### src/rtl/bias_pkg.sv
// Shared constants and types for the output-layer bias loader.
// Holds the bias geometry, the bias byte type and the loader state type.
package bias_pkg;

    localparam int NUM_BIAS = 10;
    localparam int BIAS_W   = 8;
    localparam int ADDR_W   = 4;

    typedef logic [BIAS_W-1:0] bias_t;

    typedef enum logic [1:0] {
        IDLE  = 2'd0,
        LOAD  = 2'd1,
        READY = 2'd2
    } state_t;

endpackage

### src/rtl/bias_output_loader_sm_to_tc.sv
// Combinational sign-magnitude to two's-complement converter (BIAS_W wide).
// Ports: sm = sign-magnitude input, tc = two's-complement output.
module sm_to_tc
    import bias_pkg::*;
(
    input  bias_t sm,
    output bias_t tc
);

    bias_t mag;

    // Negative zero has a zero magnitude, so negation folds it onto +0.
    assign mag = {1'b0, sm[BIAS_W-2:0]};
    assign tc  = sm[BIAS_W-1] ? (BIAS_W'(0) - mag) : sm;

endmodule

### src/rtl/bias_output_loader.sv
// Writable output-layer bias register file: stream load plus registered read.
// Ports: clk, rst (sync, active-high), start, in_valid/in_data/in_ready,
// loaded, done, rd_en/rd_addr/rd_data/rd_err. Macro BIAS_SM2TC_EN converts
// read data from sign-magnitude to two's complement.
module bias_output_loader
    import bias_pkg::*;
(
    input  logic              clk,
    input  logic              rst,
    input  logic              start,
    input  logic              in_valid,
    input  logic [BIAS_W-1:0] in_data,
    output logic              in_ready,
    output logic              loaded,
    output logic              done,
    input  logic              rd_en,
    input  logic [ADDR_W-1:0] rd_addr,
    output logic [BIAS_W-1:0] rd_data,
    output logic              rd_err
);

    state_t            state;
    logic [ADDR_W-1:0] wr_idx;
    bias_t             mem [NUM_BIAS];

    logic  we;
    logic  last;
    logic  rd_hit;
    bias_t rd_raw;
    bias_t rd_conv;

    // A start pulse blocks the handshake so an aborting cycle never writes.
    assign in_ready = (state == LOAD) && !start;
    assign we       = in_valid && in_ready;
    assign last     = (wr_idx == ADDR_W'(NUM_BIAS - 1));
    assign rd_hit   = (int'(rd_addr) < NUM_BIAS);

    always_ff @(posedge clk) begin
        if (rst) begin
            state  <= IDLE;
            wr_idx <= '0;
            loaded <= 1'b0;
            done   <= 1'b0;
        end else begin
            done <= 1'b0;
            if (start) begin
                state  <= LOAD;
                wr_idx <= '0;
                loaded <= 1'b0;
            end else begin
                unique case (state)
                    IDLE, READY: ;
                    LOAD: begin
                        if (we) begin
                            if (last) begin
                                state  <= READY;
                                wr_idx <= '0;
                                loaded <= 1'b1;
                                done   <= 1'b1;
                            end else begin
                                wr_idx <= wr_idx + 1'b1;
                            end
                        end
                    end
                    default: state <= IDLE;
                endcase
            end
        end
    end

    always_ff @(posedge clk) begin
        if (rst) begin
            for (int i = 0; i < NUM_BIAS; i++) begin
                mem[i] <= '0;
            end
        end else if (we) begin
            mem[wr_idx] <= in_data;
        end
    end

    always_comb begin
        rd_raw = '0;
        if (rd_hit) begin
            rd_raw = mem[rd_addr];
        end
    end

`ifdef BIAS_SM2TC_EN
    sm_to_tc u_sm_to_tc (
        .sm (rd_raw),
        .tc (rd_conv)
    );
`else
    assign rd_conv = rd_raw;
`endif

    // Sampling mem before the write edge gives read-before-write ordering.
    always_ff @(posedge clk) begin
        if (rst) begin
            rd_data <= '0;
            rd_err  <= 1'b0;
        end else begin
            rd_err <= rd_en && !rd_hit;
            if (rd_en) begin
                rd_data <= rd_hit ? rd_conv : '0;
            end
        end
    end

endmodule

### config.mk
export PLATFORM = sky130hd
export DESIGN_NAME = bias_output_loader
export DESIGN_NICKNAME = d
export VERILOG_FILES = /design/src/rtl/bias_pkg.sv /design/src/rtl/bias_output_loader_sm_to_tc.sv /design/src/rtl/bias_output_loader.sv
export SDC_FILE = /design/constraint.sdc
export NUM_CORES = 1
export LEC_CHECK = 0
export BUFFER_PORTS_ARGS = -buffer_cell sky130_fd_sc_hd__buf_4
export CAP_MARGIN = 20
export CELL_PAD_IN_SITES_DETAIL_PLACEMENT = 1
export CELL_PAD_IN_SITES_GLOBAL_PLACEMENT = 1
export CORE_UTILIZATION = 48
export DETAILED_ROUTE_END_ITERATION = 8
export PLACE_DENSITY = 0.81
export SLEW_MARGIN = 40
export SYNTH_ARGS = -nofsm -noshare
export SYNTH_HDL_FRONTEND = slang
export SYNTH_HIERARCHICAL = 1
export SYNTH_SLANG_ARGS = --single-unit
### constraint.sdc
create_clock -name clk -period 2.3 [get_ports clk]
set_input_delay 0.46 -clock clk [delete_from_list [all_inputs] [get_ports clk]]
set_output_delay 0.46 -clock clk [all_outputs]
set_load 0.1 [all_outputs]
==> metrics list <==
* Final TNS setup: 0 ps
- Relative area change from synthesis to final layout: 12.19%
* Worst EP arrival: around 2000 ps
- Derived from the worst setup path, the maximum achievable clock frequency is 499.0 MHz.
- The final layout contains routed wiring with a total length of 11390 µm.
- Final hold violations: 0
* Count of hold-fix buffers inserted at cts: 0
- Placed wire-length estimate after detailed placement: 8269 µm
- On the worst path, the slowest cell contributes a delay of 630 ps.
- Leakage Power: 1.848 nW
* Remaining number of nets flagged by the antenna check after routing: 0
* Net Sw Power: just under 0.9 mW
* Share of synthesized flip-flops with an asynchronous set or reset: 0%
* Share of total power in sequential cells: 59.2%
- DIE WIDTH: 98.24 µm
* Most area-hungry cell type in the Yosys netlist: edfxtp_1
* Remaining max-slew budget at the tightest pin: just under 60%
- During placement, the flow inserted port buffers numbering 28.
- Counting every net in the synthesized netlist gives 354.
- CTS built an H-tree with a depth of 3.
- For the pin with the worst max-slew slack, the measured transition is 611.5 ps.
- Of all nets on the critical path, the largest fanout is 13.
* Kind of end point of the critical path: flip-flop
- In the final layout, the share of cells above drive strength 1 is 28.91%.
* Unrepaired setup endpoints after global routing: no
* Post-cts sizing count: 0
- For the worst-skew pair, the clock arrives at the later sink with an insertion delay of 370 ps.
* Violation count after the first detailed-route iteration: between 150 and 200
- Clock tree root buffer cell: clkbuf_8
- Including well taps, the total number of placed cells is between 400 and 500.
- TritonCTS built the clock tree.
* Vias in the first global route: 3067
* Clock sink count: 97
* Area of the die: 0.009650 mm²
- Entering global routing, the biggest net connects 30 pins.
* Syn Area/Cell: 13.19 µm²
- Clock buffers created by TritonCTS: 9
- Walking the worst path, the cells encountered are inv_1 > nor3_4 > or2_1.
- The congestion estimate from routability-driven global placement came to 0.7969.
- The synthesized design contains 80 enable-type register cells.
- Required time worst endpoint: roughly 2300 ps
- Instance count of the mapped netlist: 337
- From bottom edge to top edge, the die measures 98.24 µm.
- Net switching is roughly a quarter of the power.
- The library cell used most frequently in the layout, excluding fill and tap cells, is edfxtp_1.
- Vias per inst: 5.924
- Detailed-routing iteration count for the pre-antenna-repair pass: 6
- The share of total power dissipated in the clock network is a little under a third.
- The longest clock path from root to sink contains 2 buffers.
- After synthesis, the cell types taking the most area are edfxtp_1, dfxtp_1, mux2_2.
* Post-DR wirelength/cell: 23.49 µm
- Slowest library cell on the worst path: dfxtp_1
- Top cell type's share of synthesized area: 54.04%
- The synthesized netlist contains between 40 and 50 unique library cells.
- The run finished with clean final reports.
* Int Pwr: between 2 and 2.5 mW
- After layout, the worst path uses 87.14% of the clock period.
- In this run the worst hold path is classified as primary input to flip-flop.
- The initial antenna violation count was 0.
- For this configuration, the core starts out at a cell density of roughly 50%.
- Total congestion overflow after global routing: 0
* Net total in the final layout: 389
* Number of inserted diodes: 0
* Main synth FF type: edfxtp_1
* Most frequent cells in the layout: edfxtp_1, nor2_1, buf_4
- Worst ir drop on vdd: about 0.30 mV
* Standard-cell row count: 34
* Final Non-Filler Cells: 485
- For this run, the number of Yosys warnings is 6.
* Final setup violation count: 0
- Clock skew on the completed layout was measured at 6.405 ps.
- The core region is 0.008848 mm².
- Critical Path Start Type: flip-flop
* PwrDens: 670.6 mW/mm²
- Max-Cap Viols: 0
- Classification of the worst setup path: flip-flop to flip-flop
- Cell area after synthesis: 0.004446 mm²
- The total count of max-transition violations in the final report is 0.
- Synthesized flop and latch total: between 90 and 100
* Portion of the post-synthesis area used by sequential elements: 61.69%
- Total DRC errors in the routed layout: 0
- Post-CTS timing repair inserted 0 buffers for setup.
* First-pass GRT wire length: 17590 µm
- The smallest clock period supported by the final layout is computed as 2004 ps.
* Boundary Pins: 29
- Detailed routing inserted a total of 2873 vias.
- Clock transition time at the flip-flop clock pins of the worst setup and hold paths: 90 ps
* Overall Global Routing Usage: 25.40%
- Combinational logic is responsible for 9.6% of the overall power.
[stage by stage]
stage | hold slack [ps] | setup slack [ps] | total power [mW] | cell area (µm²) | utilization [%]
after CTS | 332.6 | 271.8 | 3.351 | 4987 | 56.36
final | 344.8 | 295.9 | 3.344 | 4987 | 56.36
after global routing | 341.3 | 137.2 | 3.417 | 4987 | 56.36
after detailed placement | 448.8 | 219.1 | 2.340 | 4812 | 54.38
after floorplan | 517.0 | 196.3 | 2.222 | 4451 | -
after global placement | 443.0 | 342.1 | 2.325 | 4812 | 54.38
[critical path, delay by kind of cell, from the launching register on]
family / cells / cell delay [ps]
buffers and inverters: 1 / 240
AND/OR/NAND/NOR: 2 / 790
flip-flops: 1 / 630
[synth_stat cells (2+ instances only)]
library cell	instances
nand4_2	4
inv_1	14
o2bb2ai_1	2
buf_4	3
nand3_4	2
nand3_1	6
and4_1	2
nand2b_1	2
nand2_1	12
o22ai_1	7
a32oi_1	8
clkbuf_1	4
nor2_1	47
mux2i_1	2
nand3_2	4
dfxtp_1	17
nor2b_1	7
buf_1	2
nor3_2	8
mux2_2	22
and2_1	24
mux4_2	8
o21ai_0	10
buf_2	6
a21oi_1	4
edfxtp_1	80
o21ai_1	9
o31ai_1	2
nand4_1	2
[worst paths after layout]
path	end	depth (start not counted)	slack, ps	from
worst max-delay path	mem[1][2]$_SDFFCE_PN0P_	3	300	wr_idx[0]$_SDFFE_PP0N_
worst min-delay path	state[0]$_SDFFE_PP0P_	2	340	rst
worst max register to register	mem[1][2]$_SDFFCE_PN0P_	3	300	wr_idx[0]$_SDFFE_PP0N_
worst min register to register	loaded$_SDFFE_PP0P_	2	460	loaded$_SDFFE_PP0P_
[final cells by class]
class | instances | area [µm²]
Multi-Input combinational cell | 209 | 1565
Clock buffer | 9 | 123.9
Inverter | 15 | 56.30
Timing Repair Buffer | 40 | 312.8
Fill cell | 922 | 3861
Sequential cell | 97 | 2743
Clock inverter | 7 | 51.30
Tap cell | 108 | 135.1
[sequential cells by signal, indices dropped and copies added, names as in the netlist]
name     cells
done         1
loaded       1
mem         80
rd_data      8
rd_err       1
state        2
wr_idx       4
[power groups by stage]
stage / clock, mW / combinational, mW / sequential, mW
after floorplan: 0 / 0.157 / 2.07
after global placement: 0 / 0.308 / 2.02
after detailed placement: 0 / 0.319 / 2.02
after CTS: 1.05 / 0.320 / 1.98
after global routing: 1.09 / 0.338 / 1.99
final: 1.04 / 0.320 / 1.98
[cells by family (layout without fill, tap and decap cells)]
logic type	after synthesis	in the layout	synth area share [%]
multiplexers	32	32	10.08
AO/OA/AOI/OAI	48	48	7.121
AND/OR/NAND/NOR	129	129	17.90
buffers and inverters	31	71	3.208
flip-flops	97	97	61.69
[layer usage]
metal / GRT usage [%] / up-vias / routed length, µm
li1: - / 1321 / -
met1: 32.10 / 1440 / 4699
met2: 43.61 / 95 / 5703
met3: 4.366 / 17 / 701
met4: 10.10 / 0 / 287
met5: 0 / - / 0
No activity file was read; power rests on OpenSTA's default activity.
